===== src/rtl/stat_poll.sv =====
// stat_poll: per-flow statistics read-and-clear poller.
// Sweeps flows 0..FLOW_CNT-1, issues one read strobe per flow, waits for the
// returned counter (bounded by TIMEOUT) and forwards each result as a
// (flow, count) record on a valid/ready stream. All outputs are registered.
module stat_poll #(
    parameter int A_WIDTH  = 10,
    parameter int D_WIDTH  = 32,
    parameter int FLOW_CNT = 1024,
    parameter int TIMEOUT  = 15
) (
    input  logic               clk_i,
    input  logic               rst_i,
    input  logic               start_i,
    input  logic               cont_i,
    input  logic               skip_zero_i,
    output logic               rd_stb_o,
    output logic [A_WIDTH-1:0] rd_flow_num_o,
    input  logic [D_WIDTH-1:0] rd_data_i,
    input  logic               rd_data_val_i,
    output logic [A_WIDTH-1:0] out_flow_o,
    output logic [D_WIDTH-1:0] out_data_o,
    output logic               out_val_o,
    input  logic               out_ready_i,
    output logic               busy_o,
    output logic               done_o,
    output logic [15:0]        timeout_cnt_o
);

    localparam logic [2:0] S_IDLE = 3'd0;
    localparam logic [2:0] S_REQ  = 3'd1;
    localparam logic [2:0] S_WAIT = 3'd2;
    localparam logic [2:0] S_PUSH = 3'd3;
    localparam logic [2:0] S_DONE = 3'd4;

    localparam int                 WAIT_W    = $clog2(TIMEOUT);
    localparam logic [A_WIDTH-1:0] LAST_FLOW = A_WIDTH'(FLOW_CNT - 1);
    // Wait counter reads k-1 in the k-th WAIT cycle, so this value marks the
    // TIMEOUT-th cycle without a response.
    localparam logic [WAIT_W-1:0]  WAIT_LAST = WAIT_W'(TIMEOUT - 1);

    logic [2:0]         state_q, state_d;
    logic [A_WIDTH-1:0] flow_q, flow_d;
    logic [WAIT_W-1:0]  wait_q, wait_d;
    logic               rd_stb_q, rd_stb_d;
    logic [A_WIDTH-1:0] out_flow_q, out_flow_d;
    logic [D_WIDTH-1:0] out_data_q, out_data_d;
    logic               out_val_q, out_val_d;
    logic               busy_q, busy_d;
    logic               done_q, done_d;
    logic [15:0]        tmo_q, tmo_d;
    logic               advance;

    // Next-state and next-output logic; registered outputs are derived from the next state.
    always_comb begin
        // NOTE: every signal gets a default first so no path leaves it unassigned (no latch).
        state_d    = state_q;
        flow_d     = flow_q;
        wait_d     = wait_q;
        out_flow_d = out_flow_q;
        out_data_d = out_data_q;
        tmo_d      = tmo_q;
        advance    = 1'b0;

        case (state_q)
            S_IDLE: begin
                if (start_i) begin
                    flow_d  = '0;
                    state_d = S_REQ;
                end
            end
            S_REQ: begin
                // Strobe is on this cycle; a response arriving now is ignored.
                wait_d  = '0;
                state_d = S_WAIT;
            end
            S_WAIT: begin
                wait_d = wait_q + 1'b1;
                if (rd_data_val_i) begin
                    out_data_d = rd_data_i;
                    out_flow_d = flow_q;
                    if (skip_zero_i && (rd_data_i == '0)) begin
                        advance = 1'b1;
                    end else begin
                        state_d = S_PUSH;
                    end
                end else if (wait_q == WAIT_LAST) begin
                    if (tmo_q != 16'hFFFF) begin
                        tmo_d = tmo_q + 16'd1;
                    end
                    advance = 1'b1;
                end
            end
            S_PUSH: begin
                if (out_ready_i) begin
                    advance = 1'b1;
                end
            end
            S_DONE: begin
                if (cont_i) begin
                    flow_d  = '0;
                    state_d = S_REQ;
                end else begin
                    state_d = S_IDLE;
                end
            end
            default: state_d = S_IDLE;
        endcase

        // Move to the next flow, or finish the sweep; the flow counter never wraps.
        if (advance) begin
            if (flow_q == LAST_FLOW) begin
                state_d = S_DONE;
            end else begin
                flow_d  = flow_q + 1'b1;
                state_d = S_REQ;
            end
        end

        rd_stb_d  = (state_d == S_REQ);
        out_val_d = (state_d == S_PUSH);
        busy_d    = (state_d != S_IDLE);
        done_d    = (state_d == S_DONE);
    end

    // State and output registers with asynchronous active-high reset.
    always_ff @(posedge clk_i or posedge rst_i) begin
        // NOTE: sequential state uses non-blocking assignments so all flops update together.
        if (rst_i) begin
            state_q    <= S_IDLE;
            flow_q     <= '0;
            wait_q     <= '0;
            rd_stb_q   <= 1'b0;
            out_flow_q <= '0;
            out_data_q <= '0;
            out_val_q  <= 1'b0;
            busy_q     <= 1'b0;
            done_q     <= 1'b0;
            tmo_q      <= '0;
        end else begin
            state_q    <= state_d;
            flow_q     <= flow_d;
            wait_q     <= wait_d;
            rd_stb_q   <= rd_stb_d;
            out_flow_q <= out_flow_d;
            out_data_q <= out_data_d;
            out_val_q  <= out_val_d;
            busy_q     <= busy_d;
            done_q     <= done_d;
            tmo_q      <= tmo_d;
        end
    end

    // flow_q only changes on entry to REQ, so it is stable while the strobe is high.
    assign rd_stb_o      = rd_stb_q;
    assign rd_flow_num_o = flow_q;
    assign out_flow_o    = out_flow_q;
    assign out_data_o    = out_data_q;
    assign out_val_o     = out_val_q;
    assign busy_o        = busy_q;
    assign done_o        = done_q;
    assign timeout_cnt_o = tmo_q;

endmodule


===== config.mk =====
export PLATFORM = sky130hd
export DESIGN_NAME = stat_poll
export DESIGN_NICKNAME = d
export VERILOG_FILES = /design/src/rtl/stat_poll.sv
export SDC_FILE = /design/constraint.sdc
export NUM_CORES = 1
export LEC_CHECK = 0
export ABC_AREA = 1
export CORE_MARGIN = 3
export CORE_UTILIZATION = 45
export DETAILED_ROUTE_END_ITERATION = 10
export PLACE_DENSITY = 0.82
export SYNTH_ARGS = -nofsm -noshare
export SYNTH_HDL_FRONTEND = slang
export SYNTH_SLANG_ARGS = --single-unit
export TNS_END_PERCENT = 30

===== constraint.sdc =====
create_clock -name clk_i -period 3.7 [get_ports clk_i]
set_clock_uncertainty 0.05 [all_clocks]
set_input_delay 0.925 -clock clk_i [delete_from_list [all_inputs] [get_ports clk_i]]
set_output_delay 0.925 -clock clk_i [all_outputs]
set_load 0.05 [all_outputs]

# Word-level counts from Yosys, hierarchy flattened
# Index checks and enable logic that the tools add are counted.
[totals]
latch_bits = 0
mem_bits_rw = 0
n_memories = 0
regBits = 79
mem_bits_ro = 0
[classes]
shift = 0
add_sub_neg = 3
n_bitwise = 1
n_eq_ne = 10
mul = 0
n_lt_le_gt_ge = 0
n_div = 0
muxes = 18
reduce_logical = 7
[op_table]
columns = ["operator", "n"]
rows = [
  ["2-to-1 mux 10 bit", 4],
  ["zero test 32 bit", 1],
  ["case mux 10 bit (2 select lines)", 1],
  ["adder 16 x 1 -> 16 bit, second input constant", 1],
  ["!= test 16 bit, second input constant", 1],
  ["2-to-1 mux 3 bit", 5],
  ["case mux 3 bit (5 select lines)", 1],
  ["adder 10 x 1 -> 10 bit, second input constant", 1],
  ["equality test 10 bit, second input constant", 1],
  ["equality test 3 x 2 -> 1 bit, second input constant", 3],
  ["case mux 4 bit (2 select lines)", 1],
  ["equality test 3 x 1 -> 1 bit, second input constant", 2],
  ["equality test 3 bit, second input constant", 2],
  ["2-to-1 mux 1 bit", 5],
  ["adder 4 x 1 -> 4 bit, second input constant", 1],
  ["equality test 4 bit, second input constant", 1],
  ["AND reduction 4 bit", 1],
  ["zero test 3 bit", 1],
  ["nonzero test 3 bit", 1],
  ["case mux 1 bit (2 select lines)", 1],
  ["AND reduction 2 bit", 1],
  ["nonzero test 2 bit", 1],
  ["logical AND 1 bit", 1],
  ["inverter 1 bit", 1],
]

# Logic depth before layout (Yosys ltp)
[depth]
depth_word = 7
ltp_mapped = 10
ltp_nobuf = 10

# Least setup slack after synthesis
# No wires, ideal clock.
[synth_path]
path_kind = "input-to-reg"
startpoint = "input rd_data_i[15]"
endpoint = "register flow_q[3] (netlist: rd_flow_num_o[3])"
path_stages = 9
t_required_ns = 3.522
setup_slack_ns = 1.754
arrival_time_ns = 1.769
path_buffers = 1
path_cell_list = "nor2_1 nand2_1 nor2_1 nand3_1 nor2_1 nand2_1 nand2_1 buf_2 o21ai_0"
[synth_via]
elab_chain_len = 6
[synth_lines]
columns = ["item", "line_no", "rtl"]
rows = [
  ["from (decl)", "18", "input logic [D_WIDTH-1:0] rd_data_i,"],
  ["zero test 32 bit", "81", "if (skip_zero_i && (rd_data_i == '0)) begin"],
  ["logical AND 1 bit", "81", ""],
  ["2-to-1 mux 1 bit", "81", ""],
  ["2-to-1 mux 1 bit", "78", "if (rd_data_val_i) begin"],
  ["case mux 1 bit (2 select lines)", "64", "case (state_q)"],
  ["2-to-1 mux 10 bit", "110", "if (advance) begin"],
  ["named net flow_d[3]", "42", "logic [A_WIDTH-1:0] flow_q, flow_d;"],
  ["to (signal assigned)", "141", "flow_q <= flow_d;"],
  ["to (decl)", "42", ""],
]
# The timed path passes the listed nets, and every way through them passes these cells.
# A chain may end at the register's enable or synchronous reset.

# Worst setup path in the final report
[layout_path]
startpoint = "register tmo_q[3] (netlist: timeout_cnt_o[3])"
endpoint = "output timeout_cnt_o[3]"
[layout_rtl]
columns = ["item", "line_no", "rtl"]
rows = [
  ["from (decl)", "50", "logic [15:0] tmo_q, tmo_d;"],
  ["from (signal assigned)", "149", "tmo_q <= tmo_d;"],
  ["to (decl)", "26", "output logic [15:0] timeout_cnt_o"],
]
# No word-level cell between the ends.

==> results.txt <==
slowest cell on the critical path - clkdlybuf4s50_1
setup TNS after final layout - 0 ns
number of antenna violations at the first check in global routing - 0
CTS tree - done
layout cell share with drive strength beyond 1 - 6.480%
P per Cell Area - 744.3 mW/mm2
drt pass-1 iters - 4
Mapped Cells - 454
Critical Path Sink Type - output port
top routing layer used - met4
Starting Density - 47.40%
Min-Delay Path Class - flip-flop to flip-flop
Tot GR Track Use - 20.78%
Post-synth EDFFs - 0
synthesis-to-finish area growth - 37.32%
Die ar. - 0.009438 mm2
Worst setup SP type - flip-flop
Met2 Routed Length - 4507 um
WP data arrival - 1.73 ns
syn_nets - 497
most common cell in the netlist - nand2_1
standard-cell row count - 32
unrepaired setup endpoints after global routing - no
mean area per synthesized cell - 8.235 um2
final setup vio count - 0
I/O pins - 111
routed wl met3 - 633 um
Clock Sinks - 79
CP Buf/Inv Count - 1
FF+latch count, synth - 79
placed instance area - 0.004943 mm2
max_cap viols - 0
first-iteration detailed-routing DRC count - 126
DR WL/cell - 14.26 um
Clock Tree Root - clkbuf_8
kind of cell adding the most delay to the critical path - buffers and inverters
status - complete, no violations
slowest stage delay, CP - 0.86 ns
Hold Path Depth - 2
Setup crit start - timeout_cnt_o[3]
synth warn - 0
final hold violation count - 0
placer congestion estimate - 0.8723
hold_ws - 0.4293 ns
crit path cell chain - clkdlybuf4s50_1
postcts setup bufs - 0
fillcell total - 663
CORE AREA - 0.007888 mm2
minimum clock period - 2.703 ns
Max clock buf depth - 2
largest cells by area after synthesis - dfrtp_1 53%, nand2_1 17%, xor2_1 4.5%, inv_1 3.6%, nor2_1 3.6%
die span in x - 97.15 um
hold path startpoint - out_data_o[4]
sequential share of the synthesized area - 52.88%
Critical Path RT - 2.72 ns
Leak - 2.413 nW
antenna-violating nets left - 0
final slew viol count - 0
pin count of the biggest net entering global routing - 55
Antenna Cells - 0
worst r2r path cells - 8
post-CTS resize count - 0
Worst R2R Start - state_q[2]
DRC errors left - 0
Post-synth top cells - 168 x nand2_1, 79 x dfrtp_1, 36 x inv_1, 36 x nor2_1, 23 x o21ai_0
WL met1 - 4337 um
Final Non-Filler Cells - 673
Detailed Place HPWL - 7078 um
largest area contributor in the netlist - dfrtp_1
vias in the first global route - 3279
cell count after placement - 657
CTS Buf Count - 9
# H-tree levels - 3
distinct cell type count after synthesis - 32
NumNets Final - 609
ys flop type - dfrtp_1
Total Wirelength - 9597 um
Tot Pwr - 3.821 mW
first-pass GRT wire length - 15820 um
Slew @ Worst Pin - 0.5708 ns
maximum clock rate - 370.0 MHz
global-route congestion overflow total - 0
clock-pin transition on the worst setup and hold timing paths - 0.08 ns
Post-synth ARST share - 100.0%
via/cell ratio - 5.024
final instance area - 0.005134 mm2
post-synthesis cell area - 0.003739 mm2
Clock Latency Late Sink - 0.35 ns
Max FO, Critical Path - 7
CP Class - flip-flop to output port
port bufs - 110
Die H - 97.15 um
Tcrit/Tclk final - 73.05%
WP depth - 1
vias post-DR - 3381
VDD IR max - 0.5203 mV
Rel. slew slack - 61.89%
area fraction of the dominant cell type after synthesis - 52.88%
CTS Hold Bufs - 0
[power by group]
part	leakage (nW)	internal (mW)	switching [mW]
registers	1.01	1.12	0.167
logic	1.31	0.600	1.31
clock network	0.0895	0.312	0.316
total	2.41	2.03	1.79
[tightest hold or removal path, stage by stage (launching register included)]
cell and delay (ns):
dfrtp_1 0.34, nand2_1 0.06, nand2_1 0.05
[routing by layer]
layer | up-vias | global-route usage [%]
li1 | 1660 | -
met1 | 1577 | 27.99
met2 | 130 | 33.65
met3 | 14 | 5.025
met4 | 0 | 5.724
met5 | - | 0
[state kept, by name, summed over array words and instances (netlist names)]
register / count
out_data_o: 32
timeout_cnt_o: 16
out_flow_o: 10
rd_flow_num_o: 10
wait_q: 4
state_q: 3
busy_o: 1
done_o: 1
out_val_o: 1
rd_stb_o: 1
[path summary, 6_finish.rpt]
check | end | slack (ns)
worst min register to register | out_data_o[4] | 0.43
worst max-delay path | timeout_cnt_o[3] | 1.0
min in group asynchronous | timeout_cnt_o[0] | 0.87
worst max register to register | out_val_o | 1.69
max in group asynchronous | out_data_o[26] | 2.08
worst min-delay path | out_data_o[4] | 0.43
[stage by stage]
stage	utilization [%]	setup WS [ns]
3_5_place_dp	62.67	0.7898
2_1_floorplan	-	0.7016
5_1_grt	65.09	0.9412
6_report	65.09	0.9972
3_3_place_gp	62.67	0.8714
4_1_cts	65.09	0.9955
[cells by family (layout without fill, tap and decap cells)]
group           count (synthesis)  count (layout)  synth area share [%]
compound gates                 48              48                 7.095
xor+xnor                       22              22                 5.154
fa+ha+maj                       4               4                 1.339
buf+inv                        52             169                 5.522
flops                          79              79                 52.88
simple gates                  249             249                 28.01
[cell type report]
| class | instances | area, um2 | share of cell area (%) |
|---|---|---|---|
| flip-flops and latches | 79 | 1977 | 38.51 |
| multi-input cells | 323 | 1555 | 30.29 |
| clock inverters | 5 | 58.81 | 1.146 |
| inverters | 41 | 155.1 | 3.022 |
| well taps | 102 | 127.6 | 2.486 |
| repair buffers | 112 | 1129 | 21.98 |
| clock buffers | 11 | 131.4 | 2.559 |
[cells in the final DEF (no fill, tap or decap), drive strengths merged]
cell type / count
buf: 2
nor3: 9
xor2: 19
a21boi: 1
ha: 4
a211oi: 2
clkbuf: 11
inv: 39
nor4: 3
nand3: 20
o31ai: 1
a21oi: 8
clkdlybuf4s50: 110
dfrtp: 79
a31o: 1
clkinvlp: 2
nand2: 169
o21ai: 33
a31oi: 1
and3: 1
bufinv: 1
nor2: 41
clkinv: 4
nand4: 6
o21bai: 1
xnor2: 3
Power figures use the tool's default switching activity.
